**config.mk**
```make
export PLATFORM = sky130hd
export DESIGN_NAME = mem_bus_arbiter
export DESIGN_NICKNAME = d
export VERILOG_FILES = /design/src/rtl/mem_arb_pkg.sv /design/src/rtl/arb_timeout_cnt.sv /design/src/rtl/mem_bus_arbiter.sv
export SDC_FILE = /design/constraint.sdc
export NUM_CORES = 1
export LEC_CHECK = 0
export CAP_MARGIN = 20
export CORE_MARGIN = 3
export CORE_UTILIZATION = 28
export CTS_BUF_LIST = sky130_fd_sc_hd__clkbuf_8 sky130_fd_sc_hd__clkbuf_16
export CTS_CLUSTER_SIZE = 30
export DETAILED_ROUTE_END_ITERATION = 8
export PLACE_DENSITY = 0.72
export SYNTH_ARGS = -nofsm -noshare
export SYNTH_HDL_FRONTEND = slang
export SYNTH_SLANG_ARGS = --single-unit
```
**constraint.sdc**
```tcl
create_clock -name clk -period 2.05 [get_ports clk]
set_clock_uncertainty 0.2 [all_clocks]
set_input_delay 0.5125 -clock clk [delete_from_list [all_inputs] [get_ports clk]]
set_output_delay 0.5125 -clock clk [all_outputs]
set_load 0.01 [all_outputs]
```
**src/rtl/mem_arb_pkg.sv**
```systemverilog
// Shared types and constants for the memory bus arbiter: FSM states, the
// transaction owner and the error_o codes reported on a watchdog timeout.
package mem_arb_pkg;

    typedef enum logic [1:0] {
        IDLE = 2'd0,
        BUSY = 2'd1,
        RESP = 2'd2
    } state_t;

    typedef enum logic {
        OWN_CACHE = 1'b0,
        OWN_LSU   = 1'b1
    } owner_t;

    localparam logic [1:0] ERR_NONE  = 2'b00;
    localparam logic [1:0] ERR_CACHE = 2'b01;
    localparam logic [1:0] ERR_LSU   = 2'b10;

    function automatic logic [1:0] timeout_code(input owner_t owner);
        return (owner == OWN_LSU) ? ERR_LSU : ERR_CACHE;
    endfunction

endpackage

```
**src/rtl/arb_timeout_cnt.sv**
```systemverilog
// Saturating watchdog counter for the arbiter's BUSY phase. A LIMIT of 0
// disables the watchdog: the count never moves and hit never asserts.
module arb_timeout_cnt #(
    parameter int unsigned LIMIT = 255
) (
    input  logic clk,
    input  logic rstn_i,
    input  logic clear,
    input  logic enable,
    output logic hit
);

    localparam int unsigned CW = (LIMIT > 0) ? $clog2(LIMIT + 1) : 1;
    localparam logic [CW-1:0] MAX = CW'(LIMIT);

    logic [CW-1:0] cnt_q;

    always_ff @(posedge clk) begin
        if (!rstn_i) begin
            cnt_q <= '0;
        end else if (clear) begin
            cnt_q <= '0;
        end else if (enable && (cnt_q != MAX)) begin
            cnt_q <= cnt_q + 1'b1;
        end
    end

    assign hit = (LIMIT != 0) && (cnt_q == MAX);

endmodule

```
**src/rtl/mem_bus_arbiter.sv**
```systemverilog
// Shares the single external memory port between the data cache and the
// uncached LSU path: one transaction at a time, round-robin on contention.
module mem_bus_arbiter
    import mem_arb_pkg::*;
#(
    parameter int unsigned TIMEOUT_CYCLES = 255
) (
    input  logic        clk,
    input  logic        rstn_i,

    input  logic        cache_req_i,
    input  logic        cache_we_i,
    input  logic [31:0] cache_addr_i,
    input  logic [31:0] cache_wdata_i,
    output logic        cache_gnt_o,
    output logic        cache_valid_o,
    output logic [31:0] cache_rdata_o,

    input  logic        lsu_req_i,
    input  logic        lsu_we_i,
    input  logic [31:0] lsu_addr_i,
    input  logic [31:0] lsu_wdata_i,
    output logic        lsu_gnt_o,
    output logic        lsu_valid_o,
    output logic [31:0] lsu_rdata_o,

    output logic        mem_req_o,
    output logic        mem_we_o,
    output logic [31:0] mem_addr_o,
    output logic [31:0] mem_wdata_o,
    input  logic        mem_ack_i,
    input  logic [31:0] mem_rdata_i,

    output logic [1:0]  error_o
);

    state_t      state_q;
    owner_t      owner_q;
    logic        rr_q;
    logic        we_q;
    logic [31:0] addr_q;
    logic [31:0] wdata_q;
    logic [31:0] rdata_q;

    logic        start;
    logic        pick_lsu;
    logic        busy;
    logic        hit;

    // The pointer only matters under contention; a lone requester always wins.
    always_comb begin
        pick_lsu = lsu_req_i & (~cache_req_i | rr_q);
        start    = rstn_i & (state_q == IDLE) & (cache_req_i | lsu_req_i);
    end

    assign busy        = (state_q == BUSY);
    assign cache_gnt_o = start & ~pick_lsu;
    assign lsu_gnt_o   = start & pick_lsu;

    arb_timeout_cnt #(
        .LIMIT (TIMEOUT_CYCLES)
    ) u_timeout (
        .clk    (clk),
        .rstn_i (rstn_i),
        .clear  (start),
        .enable (busy & ~mem_ack_i),
        .hit    (hit)
    );

    always_ff @(posedge clk) begin
        if (!rstn_i) begin
            state_q <= IDLE;
            owner_q <= OWN_CACHE;
            rr_q    <= 1'b0;
            we_q    <= 1'b0;
            addr_q  <= '0;
            wdata_q <= '0;
            rdata_q <= '0;
        end else begin
            case (state_q)
                IDLE: begin
                    if (start) begin
                        state_q <= BUSY;
                        owner_q <= pick_lsu ? OWN_LSU : OWN_CACHE;
                        we_q    <= pick_lsu ? lsu_we_i    : cache_we_i;
                        addr_q  <= pick_lsu ? lsu_addr_i  : cache_addr_i;
                        wdata_q <= pick_lsu ? lsu_wdata_i : cache_wdata_i;
                    end
                end
                // An ack in the same cycle as the watchdog hit still wins.
                BUSY: begin
                    if (mem_ack_i) begin
                        rdata_q <= mem_rdata_i;
                        state_q <= RESP;
                    end else if (hit) begin
                        rdata_q <= '0;
                        state_q <= RESP;
                    end
                end
                RESP: begin
                    rr_q    <= (owner_q == OWN_CACHE);
                    state_q <= IDLE;
                end
                default: state_q <= IDLE;
            endcase
        end
    end

    assign mem_req_o   = busy & ~hit;
    assign mem_we_o    = we_q;
    assign mem_addr_o  = addr_q;
    assign mem_wdata_o = wdata_q;
    assign error_o     = (busy & hit & ~mem_ack_i) ? timeout_code(owner_q) : ERR_NONE;

    assign cache_valid_o = (state_q == RESP) & (owner_q == OWN_CACHE);
    assign lsu_valid_o   = (state_q == RESP) & (owner_q == OWN_LSU);
    assign cache_rdata_o = cache_valid_o ? rdata_q : '0;
    assign lsu_rdata_o   = lsu_valid_o   ? rdata_q : '0;

endmodule

```
==> results of run 1 <==
-- through the flow --
stage	utilization	std cells	power, mW	worst slack [ns]
after global placement	0.495	1013	3.54	-0.929
after floorplan	-	498	2.83	0.0246
after CTS	0.524	1051	5.33	-0.291
final	0.538	1053	5.28	-0.231
after detailed placement	0.495	1013	3.56	-0.946
after global routing	0.538	1052	5.55	-0.277
-- final cells by class --
cell class,count,area [um^2],area share
Clock buffer,12,267,0.0298
Timing Repair Buffer,361,3580,0.400
Clock inverter,4,30.0,0.00335
Multi-Input combinational cell,342,2590,0.289
Sequential cell,109,2200,0.245
Tap cell,220,275,0.0307
Inverter,3,11.3,0.00126
Antenna cell,2,5.00,0.000559
-- per-layer routing --
metal | GRT usage | up-vias | share of wire
li1 | - | 2440 | -
met1 | 0.208 | 2207 | 0.40
met2 | 0.303 | 155 | 0.51
met3 | 0.0566 | 19 | 0.072
met4 | 0.0515 | 0 | 0.017
met5 | 0 | - | 0
-- power breakdown --
part | internal (mW) | switching (mW) | total, mW
Clock | 0.930 | 0.793 | 1.72
Combinational | 0.738 | 0.466 | 1.20
Sequential | 2.27 | 0.0856 | 2.36
Total | 3.94 | 1.34 | 5.28
-- worst max path at each step --
stage	cells after the start	slack [ns]	start	endpoint
after floorplan	3	0.02	rstn_i	lsu_gnt_o
after CTS	7	-0.29	state_q[0]	cache_rdata_o[3]
after global routing	4	-0.28	state_q[0]	lsu_gnt_o
after detailed placement	5	-0.95	rstn_i	lsu_gnt_o
after global placement	5	-0.93	rstn_i	lsu_gnt_o
final	4	-0.23	state_q[0]	lsu_gnt_o
-- critical path, cell delays in order, from the launching register on --
cell	delay, ns
sky130_fd_sc_hd__dfxtp_2	0.34
sky130_fd_sc_hd__buf_4	0.13
sky130_fd_sc_hd__or4_4	0.52
sky130_fd_sc_hd__nor2_4	0.12
sky130_fd_sc_hd__buf_6	0.11
-- state kept, by name, summed over array words and instances, names as in the netlist --
register and cells:
mem_addr_o 32, mem_wdata_o 32, rdata_q 32, u_timeout.cnt_q 8, state_q 2, mem_we_o 1
owner_q 1, rr_q 1
-- placed cells by master (no fill, tap or decap), drive strengths merged, types with 2 or more instances in the layout --
master,Yosys,routed
and2,66,66
nand2,5,5
a22o,32,32
clkbuf,26,15
dlymetal6s2s,0,2
or4,2,2
a21oi,3,3
o2111ai,2,2
xor2,4,4
buf,18,129
dfxtp,109,109
o21ai,22,22
a211oi,41,41
clkinv,0,2
inv,3,4
and3,9,9
clkdlybuf4s50,0,225
diode,0,2
nand3,21,21
nor3b,2,2
nor2,53,53
o211ai,2,2
a221o,4,4
nor3,2,2
mux2i,63,63
-- cell families (layout without fill, tap and decap cells) --
family	after synthesis	in the layout	synth area share
and+or+nand+nor	164	164	0.184
AOI/OAI and AO/OA	109	109	0.170
DFF	109	109	0.458
muxes	63	63	0.132
buffers and inverters	47	380	0.0436
xor gates and xnor gates	5	5	0.00919
adders and majority gates	1	1	0.00263
other	0	2	0
-- repair_timing --
item / in CTS / in global routing
cloned: 5 / 3
pin swaps: 17 / 8
gates resized for setup: 362 / 56
endpoints found under the setup margin: 122 / 119
setup buffers: 17 / 4
==> metrics.sh, run 1 <==
REPORT.FINAL.HOLD_VIOL_COUNT=0
CTS.PATH.MAX_BUFFERS=2
PLACED_CELL_AREA_UM2=8240
H-TREE-DEPTH=3
FIN_WS_NS=-0.231
SYNTH_FP_NETS=666
POWERDENSITY_nW_PER_UM2=590
SYNTH_SEQUENTIAL_AREA_RATIO=0.458
STARTPOINT_TYPE='flip-flop'
SYNTH_CELL_TYPES=35
INITIAL_UTILIZATION=0.286
FINAL-MAX-SLEW-VIOLATION-COUNT=0
STDCELL_AREA_UM2=8950
WORST_SKEW_PAIR.LATE_LATENCY_NS=0.35
VIOLATED_CHECKS='setup timing'
PLACE.GP.CONGESTION=0.759
POWER_LEAKAGE_nW=3.91
DRT-WIRELENGTH-PER-CELL_UM=16.4
CRITPATHCAPTURETYPE='primary output'
SYNTH_LARGEST_AREA_CELL='sky130_fd_sc_hd__dfxtp_1'
CTS_BUFFERS=9
AVGVIACOUNTPERCELL=4.58
REGTOREGENDPOINT='mem_wdata_o[31]'
DRT-PASS1-ITER-COUNT=4
FP-ROW-COUNT=47
GRT_USE_TOTAL=0.175
MIN_PATH_CELLS=2
DESIGN.DIE.AREA_UM2=18600
FIRST_GLOBAL_VIAS=4632
OVERFLOW=0
GRT_MAX_DEGREE=83
FINAL.PERIOD_UTILIZATION=1.11
SYNTH_EDF_COUNT=0
POST_SYNTH.CELL_AREA_AVG_UM2=9.57
WORST_HOLD_SLACK_NS=0.273
CP_DATA_ARRIVAL_TIME_NS=1.57
NNETSFINAL=994
STANDARD_CELL_CORE_AREA_UM2=16600
MAX_SLEW_MARGIN=0.667
MAX_FREQ_GHz=0.438
SYNTH.TOP_CELL.AREA_SHARE=0.458
TRITONCTS='built'
FRACTION_OF_REGISTERS_WITH_ASYNC_SET_RESET=0
ANT_NETS=0
DETAILEDPLACEMENTHPWL_UM=12400
REMAINING_DRC_ERRORS=0
GRT_FIRST_PASS_WIRELENGTH_UM=25400
SYNTHFLOPTYPE='sky130_fd_sc_hd__dfxtp_1'
DETAIL_ROUTE.WIRELENGTH_UM=17200
FP.DIEH_UM=136
IOPINCOUNT=303
MIN_DELAY_WORST_ENDPOINT='mem_wdata_o[26]'
CLOCK_TREE_SINKS=109
CTS-ROOT-BUF='sky130_fd_sc_hd__clkbuf_16'
ANTENNA_FOUND_INITIAL=1
MIN-DELAY-START='mem_wdata_o[26]'
DIE-WIDTH_UM=136
ROUTE.VIAS.TOTAL=4821
PERIOD_MINUS_SLACK_NS=2.28
MAXCAPVIOLATIONS=0
CRITICAL_PATH_CLASS='reg -> out'
YOSYSMOSTFREQUENTCELL='sky130_fd_sc_hd__dfxtp_1'
NUMBER_OF_FILL_CELLS_IN_THE_LAYOUT=1487
TIMING.REG2REG.WORST_PATH_DEPTH=5
RUN_STATUS='complete, but fails checks'
WORST-R2R-SETUP-SLACK_NS=0.07
RSZ0062_AT_GRT='yes'
CRITICAL_PATH_REQUIRED_NS=1.34
DRIVE_ABOVE_1_SHARE=0.244
FINALSETUPTNS_NS=-11.27
CRITICAL_PATH.MAX_FANOUT=3
TIMING.RR.START='state_q[0]'
SYNTH.AREA.TOP_CELLS='sky130_fd_sc_hd__dfxtp_1, sky130_fd_sc_hd__mux2i_1, sky130_fd_sc_hd__and2_1, sky130_fd_sc_hd__a211oi_1, sky130_fd_sc_hd__a22o_1'
WORST_SETUP_HOLD_PATH_CLK_SLEW_NS=0.08
SYNTH_COMMON_CELLS='sky130_fd_sc_hd__dfxtp_1, sky130_fd_sc_hd__and2_1, sky130_fd_sc_hd__mux2i_1, sky130_fd_sc_hd__nor2_1, sky130_fd_sc_hd__a211oi_1'
SYN2LAYOUT_AREA_GROWTH_PCT=87.9
NUMBER_OF_STORAGE_ELEMENTS_IN_THE_SYNTHESIS_NETLIST=109
SYN_INST=498
TIGHTESTPINTRANSITION_NS=0.494
VDD.IR_DROP.WORST_V=0.000394
TIMING.HOLD.WORST.CLASS='reg -> reg'
YS.WARNINGS.COUNT=0
PLACEMENT.IO_BUFFERS=302
MAPPEDNETLISTAREA_UM2=4760
POSTCTSHOLDBUFS=0
DRT_ITER0_DRC=195
SETUP_VIOL_COUNT_FINAL=69
(Power assumes the default switching activity.)
==> inputs of run 2 (changes only) <==
--- a/config.mk
+++ b/config.mk
@@ -12,6 +12,7 @@
 export CTS_CLUSTER_SIZE = 30
 export DETAILED_ROUTE_END_ITERATION = 8
 export PLACE_DENSITY = 0.72
+export SKIP_CTS_REPAIR_TIMING = 1
 export SYNTH_ARGS = -nofsm -noshare
 export SYNTH_HDL_FRONTEND = slang
 export SYNTH_SLANG_ARGS = --single-unit
==> metrics.sh, run 2 (synthesis gave the netlist of run 1 again) <==
RUN_STATUS='complete, but fails checks'
VIOLATED_CHECKS='setup timing'
PLACE.GP.CONGESTION=0.759  # unchanged
ANT_NETS=0  # unchanged
FIN_WS_NS=-0.253  # -0.0222 ns
WORST_SETUP_HOLD_PATH_CLK_SLEW_NS=0.08  # about the same
FINAL-MAX-SLEW-VIOLATION-COUNT=0  # unchanged
POWER_FRAC_COMB=0.222  # -0.006
DESIGN.DIE.AREA_UM2=18600  # unchanged
POWERDENSITY_nW_PER_UM2=610  # +3.4%
OVERFLOW=0  # unchanged
WORST_SKEW_PAIR.LATE_LATENCY_NS=0.35  # about the same
VDD.IR_DROP.WORST_V=0.000365  # -7.5%
CLOCK_POWER_SHARE=0.328  # +0.002
WORST_HOLD_SLACK_NS=0.274  # +0.000517 ns
CLOCK_TREE_SINKS=109  # unchanged
TRITONCTS='built'
REPORT.FINAL.HOLD_VIOL_COUNT=0  # unchanged
NETSWITCHINGFRACTION=0.252  # -0.00225
CRITPATHCAPTURETYPE='primary output'
DETAIL_ROUTE.WIRELENGTH_UM=16700  # -3.0%
REMAINING_DRC_ERRORS=0  # unchanged
TIGHTESTPINTRANSITION_NS=0.493  # -0.00156 ns
WORST_PATH_MOST_REPEATED_CELL='sky130_fd_sc_hd__buf_6'
CP_DATA_ARRIVAL_TIME_NS=1.59  # +0.02 ns
DETAILEDPLACEMENTHPWL_UM=12400  # unchanged
FP-ROW-COUNT=47  # unchanged
MAXCAPVIOLATIONS=0  # unchanged
LAYOUT_COMMONEST_CELL='sky130_fd_sc_hd__clkdlybuf4s50_1'
ROUTE.VIAS.TOTAL=4746  # -1.6%
AVGVIACOUNTPERCELL=4.56  # -0.33%
STARTPOINT_TYPE='flip-flop'
INITIAL_UTILIZATION=0.286  # unchanged
IOPINCOUNT=303  # unchanged
DIE-WIDTH_UM=136  # unchanged
POST-ROUTE-UTIL=0.515  # -0.0230
CTS-ROOT-BUF='sky130_fd_sc_hd__clkbuf_16'
NNETSFINAL=982  # -1.2%
NUMPLACEDINSTANCES=1013  # unchanged
CP_SLOWEST_STAGE_DELAY_NS=0.35  # -0.17 ns
STANDARD_CELL_CORE_AREA_UM2=16600  # unchanged
FIRST_GLOBAL_VIAS=4437  # -4.2%
FINAL_CELL_COUNT_NO_FILL=1040  # -1.2%
DRT_ITER0_DRC=203  # +4.1%
CRITICAL_PATH_REQUIRED_NS=1.34  # about the same
CRITICAL_PATH.MAX_FANOUT=8  # +5
FINAL.PERIOD_UTILIZATION=1.12  # +0.0108
SETUP_VIOL_COUNT_FINAL=69  # unchanged
POWER.NET_SWITCHING_mW=1.32  # -1.9%
MAX_SLEW_MARGIN=0.668  # +0.00105
INTERNAL_POWER_mW=3.91  # -0.71%
GRT_FIRST_PASS_WIRELENGTH_UM=23900  # -5.8%
GRT_USE_TOTAL=0.165  # -0.0108
POWER_LEAKAGE_nW=4.03  # +3.2%
DRT-PASS1-ITER-COUNT=4  # unchanged
SYN2LAYOUT_AREA_GROWTH_PCT=79.9
CTS_BUFFERS=9  # unchanged
PLACEMENT.IO_BUFFERS=302  # unchanged
FINAL_CELL_MIX='sky130_fd_sc_hd__clkdlybuf4s50_1, sky130_fd_sc_hd__dfxtp_1, sky130_fd_sc_hd__and2_1, sky130_fd_sc_hd__mux2i_1, sky130_fd_sc_hd__nor2_1'
H-TREE-DEPTH=3  # unchanged
ANTENNA_FOUND_INITIAL=0  # -1
CTS.PATH.MAX_BUFFERS=2  # unchanged
CRITICAL_PATH_CLASS='reg -> out'
FP.DIEH_UM=136  # unchanged
TIMING.HOLD.WORST.CLASS='reg -> reg'
DRT-WIRELENGTH-PER-CELL_UM=16.1  # -1.8%
GRT_MAX_DEGREE=83  # unchanged
DP_WORST_SETUP_SLACK_NS=-0.946  # unchanged
RSZ0062_AT_GRT='yes'
MAX_FREQ_GHz=0.434  # -0.96%
CPMAXSTAGEDELAYCELL='sky130_fd_sc_hd__dfxtp_2'
CRITICAL_PATH.CELL_CHAIN='buf_6, nor3b_4, buf_6, clkbuf_16, and2_1, buf_2'
DRIVE_ABOVE_1_SHARE=0.175  # -0.0697
POWER_FRAC_SEQ=0.451  # +0.005
PERIOD_MINUS_SLACK_NS=2.30  # +0.0222 ns
run 2: per-stage QoR:
stage | TNS, ns | total power, mW | area, um^2
floorplan | 0 | 2.83 | 4770
CTS | -56.03 | 5.29 | 8530
global route | -16.16 | 5.51 | 8570
global placement | -58.86 | 3.54 | 8240
detailed placement | -61.42 | 3.56 | 8240
finish | -11.26 | 5.23 | 8570
run 2: worst max-delay path, delay by kind of cell, from the launching register on:
family	cells	cell delay, ns
buffers and inverters	4	0.58
DFF	1	0.35
and+or+nand+nor	2	0.32
run 2: power groups by stage:
stage          combinational (mW)  sequential, mW  clock [mW]
2_1_floorplan               0.374            2.45           0
3_3_place_gp                 1.15            2.40           0
3_5_place_dp                 1.15            2.40           0
4_1_cts                      1.16            2.36        1.78
5_1_grt                      1.25            2.38        1.87
6_report                     1.16            2.36        1.71
run 2: final timing paths:
kind / slack [ns] / from / cells past startpoint / to
worst min register to register: 0.27 / mem_wdata_o[26] / 2 / mem_wdata_o[26]
worst min-delay path: 0.27 / mem_wdata_o[26] / 2 / mem_wdata_o[26]
worst max-delay path: -0.25 / state_q[0] / 6 / cache_rdata_o[20]
worst max register to register: 0.12 / state_q[1] / 7 / u_timeout.cnt_q[7]
run 2: area by class of cell:
| class | count | area [um^2] |
|---|---|---|
| well taps | 220 | 275 |
| inverters | 3 | 11.3 |
| repair buffers | 349 | 3320 |
| multi-input cells | 342 | 2480 |
| clock buffers | 12 | 267 |
| diodes | 1 | 2.50 |
| flip-flops and latches | 109 | 2190 |
| fillers | 1548 | 8070 |
| clock inverters | 4 | 30.0 |
run 2: routing by layer:
layer | share of wire | global-route usage
met1 | 0.40 | 0.190
met2 | 0.51 | 0.291
met3 | 0.074 | 0.0588
met4 | 0.013 | 0.0386
met5 | 0 | 0
